`src/rtl/fb_pkg.sv`:
```
// Shared framebuffer constants: screen geometry, palette, write-buffer states.
// Latency: n/a (declarations only).
// Backpressure: n/a.
package fb_pkg;

    localparam int SCREEN_W = 128;
    localparam int SCREEN_H = 96;
    localparam int NPIX     = SCREEN_W * SCREEN_H;

    localparam logic [2:0] COLOR_BARRA = 3'b111;
    localparam logic [2:0] COLOR_BOLA  = 3'b110;
    localparam logic [2:0] COLOR_FONDO = 3'b000;
    localparam logic [2:0] COLOR_LOST  = 3'b100;

    typedef enum logic [1:0] {
        IDLE     = 2'd0,
        CLR_WAIT = 2'd1,
        CLR_RUN  = 2'd2
    } px_state_e;

endpackage

```
`src/rtl/px_fifo.sv`:
```
// Synchronous FIFO of packed {addr,data} pixel writes.
// Latency: head visible combinationally one edge after push; no bypass.
// Backpressure: push while full and pop while empty are ignored.
module px_fifo #(
    parameter int W          = 18,
    parameter int DEPTH_LOG2 = 4
) (
    input  logic                  clk,
    input  logic                  rst,
    input  logic                  push,
    input  logic [W-1:0]          push_dat,
    input  logic                  pop,
    output logic [W-1:0]          pop_dat,
    output logic                  full,
    output logic                  empty,
    output logic [DEPTH_LOG2:0]   count
);

    localparam int DEPTH = 1 << DEPTH_LOG2;

    logic [W-1:0]            mem [DEPTH];
    logic [DEPTH_LOG2-1:0]   wr_ptr;
    logic [DEPTH_LOG2-1:0]   rd_ptr;
    logic                    push_ok;
    logic                    pop_ok;

    assign full    = (count == (DEPTH_LOG2+1)'(DEPTH));
    assign empty   = (count == '0);
    assign push_ok = push && !full;
    assign pop_ok  = pop && !empty;
    assign pop_dat = mem[rd_ptr];

    // Storage carries no reset; only the pointers define validity.
    always_ff @(posedge clk) begin
        if (push_ok)
            mem[wr_ptr] <= push_dat;
    end

    always_ff @(posedge clk or posedge rst) begin
        if (rst) begin
            wr_ptr <= '0;
            rd_ptr <= '0;
            count  <= '0;
        end else begin
            if (push_ok)
                wr_ptr <= wr_ptr + 1'b1;
            if (pop_ok)
                rd_ptr <= rd_ptr + 1'b1;
            case ({push_ok, pop_ok})
                2'b10:   count <= count + 1'b1;
                2'b01:   count <= count - 1'b1;
                default: count <= count;
            endcase
        end
    end

endmodule

```
`src/rtl/px_write_buffer.sv`:
```
// Pixel write buffer with full-screen clear engine feeding the framebuffer port.
// Latency: queued write reaches mem_wr one granted edge after its push at the earliest.
// Backpressure: writes offered while in_full are dropped and latch ovf; output advances only on mem_en.
module px_write_buffer #(
    parameter int AW         = 15,
    parameter int DW         = 3,
    parameter int DEPTH_LOG2 = 4,
    parameter int NPIX       = fb_pkg::NPIX
) (
    input  logic                  clk,
    input  logic                  rst,
    input  logic [AW-1:0]         in_addr,
    input  logic [DW-1:0]         in_data,
    input  logic                  in_wr,
    output logic                  in_full,
    output logic                  ovf,
    output logic [DEPTH_LOG2:0]   count,
    input  logic                  clr_req,
    input  logic [DW-1:0]         clr_color,
    output logic                  clr_busy,
    input  logic                  mem_en,
    output logic [AW-1:0]         mem_addr,
    output logic [DW-1:0]         mem_data,
    output logic                  mem_wr
);

    import fb_pkg::*;

    localparam int CW = (NPIX > 1) ? $clog2(NPIX) : 1;
    localparam int EW = AW + DW;

    px_state_e              state;
    px_state_e              state_nxt;
    logic [CW-1:0]          clr_cnt;
    logic [CW-1:0]          clr_cnt_nxt;
    logic [DEPTH_LOG2:0]    pend;
    logic [DEPTH_LOG2:0]    pend_nxt;
    logic [DW-1:0]          clr_col;
    logic                   latch_col;

    logic                   fifo_pop;
    logic                   fifo_empty;
    logic [EW-1:0]          head;
    logic [AW-1:0]          head_addr;
    logic [DW-1:0]          head_data;

    logic                   wr_issue;
    logic [AW-1:0]          wr_addr;
    logic [DW-1:0]          wr_data;

    px_fifo #(
        .W          (EW),
        .DEPTH_LOG2 (DEPTH_LOG2)
    ) u_fifo (
        .clk      (clk),
        .rst      (rst),
        .push     (in_wr),
        .push_dat ({in_addr, in_data}),
        .pop      (fifo_pop),
        .pop_dat  (head),
        .full     (in_full),
        .empty    (fifo_empty),
        .count    (count)
    );

    assign {head_addr, head_data} = head;
    assign clr_busy = (state != IDLE);

    // pend snapshots the occupancy at clear acceptance so that writes pushed
    // after the request are held until the clear has painted the screen.
    always_comb begin
        state_nxt   = state;
        clr_cnt_nxt = clr_cnt;
        pend_nxt    = pend;
        latch_col   = 1'b0;
        fifo_pop    = 1'b0;
        wr_issue    = 1'b0;
        wr_addr     = head_addr;
        wr_data     = head_data;
        case (state)
            IDLE: begin
                if (clr_req) begin
                    latch_col = 1'b1;
                    pend_nxt  = count;
                    state_nxt = CLR_WAIT;
                end else if (mem_en && !fifo_empty) begin
                    fifo_pop = 1'b1;
                    wr_issue = 1'b1;
                end
            end
            CLR_WAIT: begin
                if (pend == '0) begin
                    clr_cnt_nxt = '0;
                    state_nxt   = CLR_RUN;
                end else if (mem_en) begin
                    fifo_pop = 1'b1;
                    wr_issue = 1'b1;
                    pend_nxt = pend - 1'b1;
                end
            end
            CLR_RUN: begin
                if (mem_en) begin
                    wr_issue = 1'b1;
                    wr_addr  = AW'(clr_cnt);
                    wr_data  = clr_col;
                    if (clr_cnt == CW'(NPIX - 1)) begin
                        clr_cnt_nxt = '0;
                        state_nxt   = IDLE;
                    end else begin
                        clr_cnt_nxt = clr_cnt + 1'b1;
                    end
                end
            end
            default: state_nxt = IDLE;
        endcase
    end

    always_ff @(posedge clk or posedge rst) begin
        if (rst) begin
            state   <= IDLE;
            clr_cnt <= '0;
            pend    <= '0;
            clr_col <= '0;
        end else begin
            state   <= state_nxt;
            clr_cnt <= clr_cnt_nxt;
            pend    <= pend_nxt;
            if (latch_col)
                clr_col <= clr_color;
        end
    end

    always_ff @(posedge clk or posedge rst) begin
        if (rst) begin
            mem_wr   <= 1'b0;
            mem_addr <= '0;
            mem_data <= '0;
            ovf      <= 1'b0;
        end else begin
            mem_wr <= wr_issue;
            if (wr_issue) begin
                mem_addr <= wr_addr;
                mem_data <= wr_data;
            end
            if (in_wr && in_full)
                ovf <= 1'b1;
        end
    end

endmodule

```
`config.mk`:
```
export PLATFORM = sky130hd
export DESIGN_NAME = px_write_buffer
export DESIGN_NICKNAME = d
export VERILOG_FILES = /design/src/rtl/fb_pkg.sv /design/src/rtl/px_fifo.sv /design/src/rtl/px_write_buffer.sv
export SDC_FILE = /design/constraint.sdc
export NUM_CORES = 1
export LEC_CHECK = 0
export CELL_PAD_IN_SITES_DETAIL_PLACEMENT = 0
export CELL_PAD_IN_SITES_GLOBAL_PLACEMENT = 1
export CORE_MARGIN = 3
export CORE_UTILIZATION = 40
export DETAILED_ROUTE_END_ITERATION = 6
export GPL_ROUTABILITY_DRIVEN = 0
export HOLD_SLACK_MARGIN = 0.02
export PLACE_DENSITY_LB_ADDON = 0.1
export SLEW_MARGIN = 20
export SYNTH_ARGS = -nofsm -noshare
export SYNTH_HDL_FRONTEND = slang
export SYNTH_SLANG_ARGS = --single-unit
```
`constraint.sdc`:
```
create_clock -name clk -period 3.7 [get_ports clk]
set_input_delay 0.74 -clock clk [delete_from_list [all_inputs] [get_ports clk]]
set_output_delay 0.74 -clock clk [all_outputs]
set_load 0.03 [all_outputs]
```
=== After elaboration in Yosys (flattened, before gate mapping) ===
Memories as Yosys holds them, arrays and structs flattened.
Cells that the tools add are included.

* Memories: 1
* Output and inout bits: 27
* Logic and storage cells: 74
* Input port bits: 26
* Bits in registers: 57
* Memory bits (writable): 288

{| class="wikitable"
|+ Memory list
! name !! words !! bits a word !! rd ports !! clocked after memory_dff !! wr ports !! line !! text
|-
| u_fifo.mem || 16 || 18 || 1 || 0 || 1 || px_fifo.sv:21 || <nowiki>logic [W-1:0] mem [DEPTH];</nowiki>
|}

* Multiplexer cells: 28
* Reductions and logical operators: 16
* Add/sub/neg operators: 6
* Equal/unequal tests: 12

{| class="wikitable"
|+ Operators by type and width
! kind !! number
|-
| $mux 14 || 3
|-
| $mux 15 || 2
|-
| $pmux 14 s2 || 1
|-
| $pmux 5 s2 || 2
|-
| $mux 5 || 3
|-
| $add 14x1->14 const B || 1
|-
| $eq 14x14->1 const B || 1
|-
| $ne 2x2->1 const B || 6
|-
| $logic_not 5->1 || 2
|-
| $sub 5x1->5 const B || 2
|-
| $add 4x1->4 const B || 2
|-
| $mux 1 || 8
|-
| $mux 2 || 4
|-
| $reduce_and 4->1 || 2
|-
| $reduce_bool 2->1 || 4
|-
| $mux 3 || 2
|-
| $pmux 2 s3 || 1
|-
| $add 5x1->5 const B || 1
|-
| $eq 5x5->1 const B || 1
|-
| $eq 2x1->1 const B || 2
|-
| $eq 2x2->1 const B || 2
|-
| $logic_and 1x1->1 || 4
|-
| $pmux 1 s3 || 1
|-
| $reduce_and 3->1 || 1
|-
| 3 further kinds || 4
|}

=== Logic depth before layout (Yosys ltp) ===
Gate-level depths: netlist (run 1).

* Word-level depth: 9
* Mapped depth: 13
* Gate-level depth less buffers: 12

=== Cells and area by module ===
A second synthesis (run 1) with hierarchy kept.

* Cells, all modules: 849
* Area total of the unflattened synthesis: 14,117.3 sq um

{| class="wikitable"
|+ Modules (own cells, without submodules)
! module !! area an instance (sq um) !! seq. area each (sq um) !! times used !! cells an instance
|-
| px_fifo || 11,841.4 || 8,973.6 || 1 || 611
|-
| px_write_buffer || 2,275.9 || 1,101.1 || 1 || 238
|}

=== Least setup slack after synthesis (run 1) ===
No wires, ideal clock.

* Path kind: register to register
* From: register u_fifo.count[0]
* To: memory u_fifo.mem[3][0], enable pin
* Library setup time: 0.416 ns
* Cell stages (with the launch flop): 7
* Path buffers: 1
* Arrival time: 2.672 ns
* Path slack: 0.613 ns
* Clock period less this slack: 3.087 ns
* Data required time: 3.284 ns
* Cells stage by stage: dfrtp_1 > nor4_4 > nand2_1 > and2_1 > clkbuf_1 > nand2_1 > nor3_1

* Word-level cells in the longest chain between the ends: 5

{| class="wikitable"
|+ RTL lines
! item !! line !! text
|-
| from (decl) || px_fifo.sv:16 || <nowiki>output logic [DEPTH_LOG2:0] count</nowiki>
|-
| from (signal assigned) || px_fifo.sv:50 || <nowiki>2'b10: count <= count + 1'b1;</nowiki>
|-
| from (signal assigned) || px_fifo.sv:51 || <nowiki>2'b01: count <= count - 1'b1;</nowiki>
|-
| from (signal assigned) || px_fifo.sv:52 || <nowiki>default: count <= count;</nowiki>
|-
| $eq 5x5->1 || px_fifo.sv:27 || <nowiki>assign full = (count == (DEPTH_LOG2+1)'(DEPTH));</nowiki>
|-
| $logic_not 1->1 || px_fifo.sv:29 || <nowiki>assign push_ok = push && !full;</nowiki>
|-
| $logic_and 1x1->1 || px_fifo.sv:29 ||
|-
| $mux 1 || px_fifo.sv:35 || <nowiki>if (push_ok)</nowiki>
|-
| $mux 1 (implied by the code) || px_fifo.sv:36 || <nowiki>mem[wr_ptr] <= push_dat;</nowiki>
|-
| to (decl) || px_fifo.sv:21 ||
|}

Every way passes these cells.

=== Worst setup path after layout (run 1) ===
* From: register u_fifo.count[0]
* To: output port in_full

* Word-level cells in the longest chain between the ends: 1

{| class="wikitable"
|+ RTL lines
! item !! line !! text
|-
| $eq 5x5->1 || px_fifo.sv:27 ||
|-
| to (decl) || px_write_buffer.sv:15 || <nowiki>output logic in_full,</nowiki>
|}

Every way passes these cells.

==> results of run 1 <==
[worst reg2reg max path: cells and delay by family, from the launching register on]
kind	cells	cell delay, ps
xor gates and xnor gates	2	280
adders and majority gates	3	910
DFF	1	400
buffers and inverters	1	130
and+or+nand+nor	3	700
AOI/OAI and AO/OA	3	510
[cells in the mapped netlist (all sizes together), types with 4 or more instances]
cell	number	area, um^2
a22oi	22	200
a211oi	35	263
dfrtp	57	1430
inv	13	48.8
clkbuf	13	48.8
nor2b	4	25.0
a21o	20	150
nor2	43	164
ha	12	150
o22ai	17	169
nand2	35	134
xnor2	8	70.1
a21oi	16	87.6
buf	30	216
edfxtp	288	8650
mux2	5	56.3
nand2b	6	37.5
nand4	4	40.0
mux4	56	1260
nor3	13	70.1
mux2i	33	330
nand3	7	35.0
o21ai	20	100
[logic make-up (layout without fill, tap and decap cells)]
kind of cell	Yosys count	after routing	share of synthesized area
AOI/OAI and AO/OA	143	143	0.0777
buffers and inverters	56	175	0.0223
muxes	94	94	0.117
adders and majority gates	13	13	0.0121
DFF	345	345	0.716
and+or+nand+nor	127	127	0.0478
xor gates and xnor gates	11	11	0.00685
[flip-flops by register name, summed over array words and instances, names as in the netlist]
signal,count
u_fifo.mem,288
mem_addr,15
clr_cnt,14
pend,5
u_fifo.count,5
u_fifo.rd_ptr,4
u_fifo.wr_ptr,4
clr_col,3
mem_data,3
state,2
mem_wr,1
ovf,1
[final cells by class]
type,instances,area (um^2)
clock buffers,50,1060
clock inverters,21,310
fillers,2901,18000
inverters,13,50.0
multi-input cells,388,3730
flip-flops and latches,345,10100
well taps,455,569
repair buffers,91,838
[through the flow]
step / setup WS (ps) / hold slack, ps / utilization
after floorplan: 613 / 473 / -
after global placement: 499 / 442 / 0.441
after detailed placement: 486 / 449 / 0.441
after CTS: 588 / 463 / 0.481
after global routing: 395 / 476 / 0.481
final: 643 / 460 / 0.481
[worst paths after layout]
check                                             from                           to  slack, ps  cells after the start
max in group asynchronous                          rst      mem_data[2]$_DFFE_PP0P_       2340                      3
setup / recovery           u_fifo.count[0]$_DFFE_PP0P_                      in_full        640                      4
hold reg to reg                        ovf$_DFFE_PP0P_              ovf$_DFFE_PP0P_        460                      1
min in group asynchronous                          rst         state[1]$_DFFE_PP0P_        700                      2
setup reg to reg                   pend[0]$_DFFE_PP0P_  u_fifo.count[4]$_DFFE_PP0P_        680                     12
hold / removal                         ovf$_DFFE_PP0P_              ovf$_DFFE_PP0P_        460                      1
[routing by layer]
layer	up-vias	GRT usage	share of wire
li1	3331	-	-
met1	3937	0.256	0.46
met2	127	0.297	0.49
met3	44	0.0235	0.033
met4	0	0.0450	0.020
met5	-	0	0
[power breakdown]
| part | internal, uW | switching, uW | total, uW | leakage (uW) |
|---|---|---|---|---|
| registers | 4810 | 462 | 5270 | 0.00332 |
| logic | 1820 | 2450 | 4270 | 0.00182 |
| clock network | 2580 | 1520 | 4100 | 0.000658 |
| total | 9210 | 4430 | 13600 | 0.00580 |
==> impl_metrics.json, run 1 <==
{
  "leakage_uw": 0.00580,
  "grt_use_total": 0.180,
  "fin_cells": 1363,
  "cp_max_fo": 7,
  "start_util": 0.406,
  "setup_viol": 0,
  "area_growth_pct": 18.3,
  "arrival_ps": 2320,
  "crit_path_end_kind": "primary output",
  "synthFlopType": "edfxtp_1",
  "grt_max_degree": 49,
  "fin_skew_ps": 11.3,
  "synth.cell_area_mm2": 0.0141,
  "path_clk_slew_ps": 60,
  "numPlacedInstances": 1292,
  "port_buffers": 52,
  "required_ps": 2960,
  "htreeDepth": 2,
  "final_cell_mix": "edfxtp_1, mux4_2, dfrtp_1, clkdlybuf4s50_1, clkbuf_16",
  "grt.overflow.total": 0,
  "grt_setup_unrepaired": "no",
  "crit_path_start_kind": "register",
  "root_buffer": "clkbuf_16",
  "fmax_ghz": 0.327,
  "synth_cell_types": 62,
  "die_width_um": 194,
  "hold_class": "reg2reg",
  "layout_min_cycle_time_ps": 3060,
  "clk_latency_ps": 530,
  "finalPower_uw": 13600,
  "clock_sinks": 345,
  "antenna_left": 0,
  "crit_family": "buffers and inverters",
  "cp_num_buf_inv": 2,
  "numCtsBuffers": 39,
  "path_class": "reg2out",
  "grt_pass1_wl_um": 51000,
  "ys_ff_latch": 345,
  "syn-num-nets": 828,
  "routedWlPerCell_um": 24.8,
  "postSynthCellCount": 789,
  "firstDrtPassIters": 4,
  "path_cells": "nor4_4 -> nand2_1 -> inv_1 -> clkdlybuf4s50_1",
  "status": "completed",
  "avgSynthCellArea_um2": 17.8,
  "post_cts_resized": 0,
  "place_area_mm2": 0.0153,
  "cts_tree": "built",
  "fin_crit_sh": 0.826,
  "max-vdd-ir-drop_mv": 0.465,
  "clock_path_buffers": 3,
  "finalMaxSlewViolations": 0,
  "fin_tns_setup_ps": 0,
  "synth-seq-area-share": 0.716,
  "post-cts-setup-buffer-count": 0,
  "powerDensity_mw_per_mm2": 820,
  "wl_um": 33700,
  "worst_slew_pin_slew_ps": 1010,
  "cts_hold_buf": 0,
  "antenna_found_initial": 0,
  "diodes": 0,
  "drt-initial-drc-count": 430,
  "ys_async_sr_fraction": 0.165,
  "viasPerCell": 5.46,
  "maxCapViolations": 0,
  "layout-drive-gt1-share": 0.224,
  "slowest_delay_ps": 660,
  "synth-edff-count": 288,
  "grt_pass1_vias": 7758,
  "ys_warn_count": 0,
  "vias": 7439,
  "slowest_stage": "clkdlybuf4s50_1",
  "drt_drc_violations_left": 0,
  "rows": 68,
  "io_pins": 53,
  "dieArea_mm2": 0.0375,
  "fin_nets": 917,
  "final_cell_area_mm2": 0.0166,
  "fp.dieH_um": 194,
  "core_area_mm2": 0.0346,
  "slew_headroom": 0.326,
  "final_common_cell": "edfxtp_1",
  "hpwl_um": 21900,
  "hold_violations": 0
}
Power figures use the tool's default switching activity.
==> run 2: changes to the inputs <==
Clock period 3.7 ns to 2.45 ns, I/O delays scaled along.
==> run 2 against run 1 <==
Wire length down 0.76%. Critical path depth is 8 higher. Clock power grew 35%. Utilization is 1.2 points higher. Die area is the same. Final area increased by 2.4%. Power is 51% higher. Largest cell class unchanged. Sequential power rose by 49%. Worst setup slack got worse by 590 ps. Highest routed layer is now met5. First-iteration DRC count shrank 0.93%. Non-clock buffer count grew 34. Sequential share of layout area is 1.4 points lower.
==> impl_metrics.json, run 2 (synthesis results as in run 1) <==
{
  "die_width_um": 194,
  "hold_class": "in2async",
  "top_register": "u_fifo.mem",
  "top_regs": "u_fifo.mem: 288 flops, mem_addr: 15 flops, clr_cnt: 14 flops",
  "routedWlPerCell_um": 24.0,
  "fin_skew_ps": 10.6,
  "grt_pass1_wl_um": 50700,
  "setup_viol": 0,
  "finalPower_uw": 20700,
  "area_growth_pct": 21.2,
  "worst_slew_pin_slew_ps": 649,
  "start_util": 0.406,
  "max-vdd-ir-drop_mv": 0.619,
  "fillers": 2874,
  "grt.overflow.total": 0,
  "finalMaxSlewViolations": 0,
  "whs_ps": 385,
  "hpwl_um": 20900,
  "path_cells": "inv_2 -> ha_1 -> nor4b_4 -> a21oi_2 -> and4_4 -> ha_4 -> fa_2 -> a21o_1 -> a21oi_2 -> xor2_1 -> nor2_1 -> xnor2_1",
  "grt_use_total": 0.178,
  "fmax_ghz": 0.417,
  "final_cell_mix": "edfxtp_1, mux4_2, dfrtp_1, clkdlybuf4s50_1, buf_4",
  "hold_violations": 0,
  "vias": 7609,
  "r2r_setup_slack_ps": 50,
  "drt_drc_violations_left": 0,
  "slowest_delay_ps": 400,
  "path_clk_slew_ps": 60,
  "wl_um": 33500,
  "firstDrtPassIters": 5,
  "clock_sinks": 345,
  "clock_path_buffers": 3,
  "viasPerCell": 5.46,
  "crit_path_start_kind": "register",
  "fin_crit_sh": 0.979,
  "crit-reg2reg-launch": "pend[1]$_DFFE_PP0P_",
  "path_class": "reg2reg",
  "io_pins": 53,
  "r2r-end": "u_fifo.count[4]$_DFFE_PP0P_",
  "rr_worst_depth": 12,
  "diodes": 0,
  "status": "completed",
  "largest_reg_flops": 288,
  "core_area_mm2": 0.0346,
  "layout-drive-gt1-share": 0.267,
  "leakage_uw": 0.00596,
  "required_ps": 2850,
  "cts_hold_buf": 0,
  "rows": 68,
  "place_area_mm2": 0.0158,
  "fin_nets": 950,
  "clk_latency_ps": 520,
  "antenna_found_initial": 1,
  "antenna_left": 0,
  "final_common_cell": "edfxtp_1",
  "layout_min_cycle_time_ps": 2400,
  "dieArea_mm2": 0.0375,
  "powerDensity_mw_per_mm2": 1210,
  "slowest_stage": "dfrtp_1",
  "slew_headroom": 0.567,
  "cts_tree": "built",
  "final_cell_area_mm2": 0.0170,
  "numCtsBuffers": 38,
  "arrival_ps": 2800,
  "grt_max_degree": 33,
  "htreeDepth": 2,
  "cp_max_fo": 5,
  "grt_setup_unrepaired": "yes",
  "grt_pass1_vias": 7945,
  "port_buffers": 52,
  "cp_common_cell": "a21oi_2",
  "fp.dieH_um": 194,
  "crit_path_end_kind": "register",
  "drt-initial-drc-count": 426,
  "root_buffer": "clkbuf_16",
  "maxCapViolations": 0
}
[run 2: worst max-delay path: cells and delay by family (launching register included)]
family	cells	cell delay (ps)
fa+ha+maj	3	640
simple gates	3	510
compound gates	3	410
flops	1	400
xor+xnor	2	250
buf+inv	1	70
[run 2: area by class of cell]
type	count	area [um^2]	area share
clock inverters	20	176	0.0103
flip-flops and latches	345	10100	0.592
multi-input cells	388	3780	0.222
inverters	13	48.8	0.00286
well taps	455	569	0.0334
repair buffers	125	1350	0.0794
clock buffers	48	1030	0.0604
[run 2: report_power, final]
| part | internal [uW] | switching (uW) | leakage (uW) | total, uW |
|---|---|---|---|---|
| clock network | 3290 | 2240 | 0.000591 | 5530 |
| registers | 7260 | 606 | 0.00331 | 7870 |
| logic | 3300 | 3950 | 0.00206 | 7250 |
| total | 13900 | 6800 | 0.00596 | 20700 |
[run 2: per-stage QoR]
step                utilization  setup WS, ps  setup TNS, ps  instances
floorplan                     -         -77.6          -77.6        789
global placement          0.457          -177           -196       1323
detailed placement        0.457          -128           -173       1323
CTS                       0.491         0.209              0       1391
global route              0.492          -116           -137       1394
finish                    0.492          50.9              0       1394
[run 2: metal layers]
metal / up-vias / track usage / wire [um]
met5: - / 0 / 17
met4: 2 / 0.0391 / 585
met3: 43 / 0.0326 / 1470
met2: 150 / 0.293 / 16300
met1: 4014 / 0.250 / 15200
li1: 3400 / - / -
[run 2: repair_timing]
item                                   in CTS  in global routing
pin swaps                                   0                  5
setup endpoints to repair                   2                  3
buffers inserted                            0                  3
endpoints found under the hold margin       0                  0
gates resized for setup                     2                  4
[run 2: worst max-delay path by stage]
stage	end	startpoint	cells after the start
detailed placement	u_fifo.count[4]$_DFFE_PP0P_	clr_req	10
global route	u_fifo.count[4]$_DFFE_PP0P_	pend[0]$_DFFE_PP0P_	12
global placement	u_fifo.count[4]$_DFFE_PP0P_	clr_req	10
floorplan	u_fifo.count[4]$_DFFE_PP0P_	pend[0]$_DFFE_PP0P_	13
finish	u_fifo.count[4]$_DFFE_PP0P_	pend[1]$_DFFE_PP0P_	12
CTS	u_fifo.count[4]$_DFFE_PP0P_	pend[1]$_DFFE_PP0P_	12
==> run 3: changes to the inputs <==
Settings changed: ABC_AREA from default to 0.
==> results of run 3 <==
Final layout, timing and power as in run 2 (identical DEF).
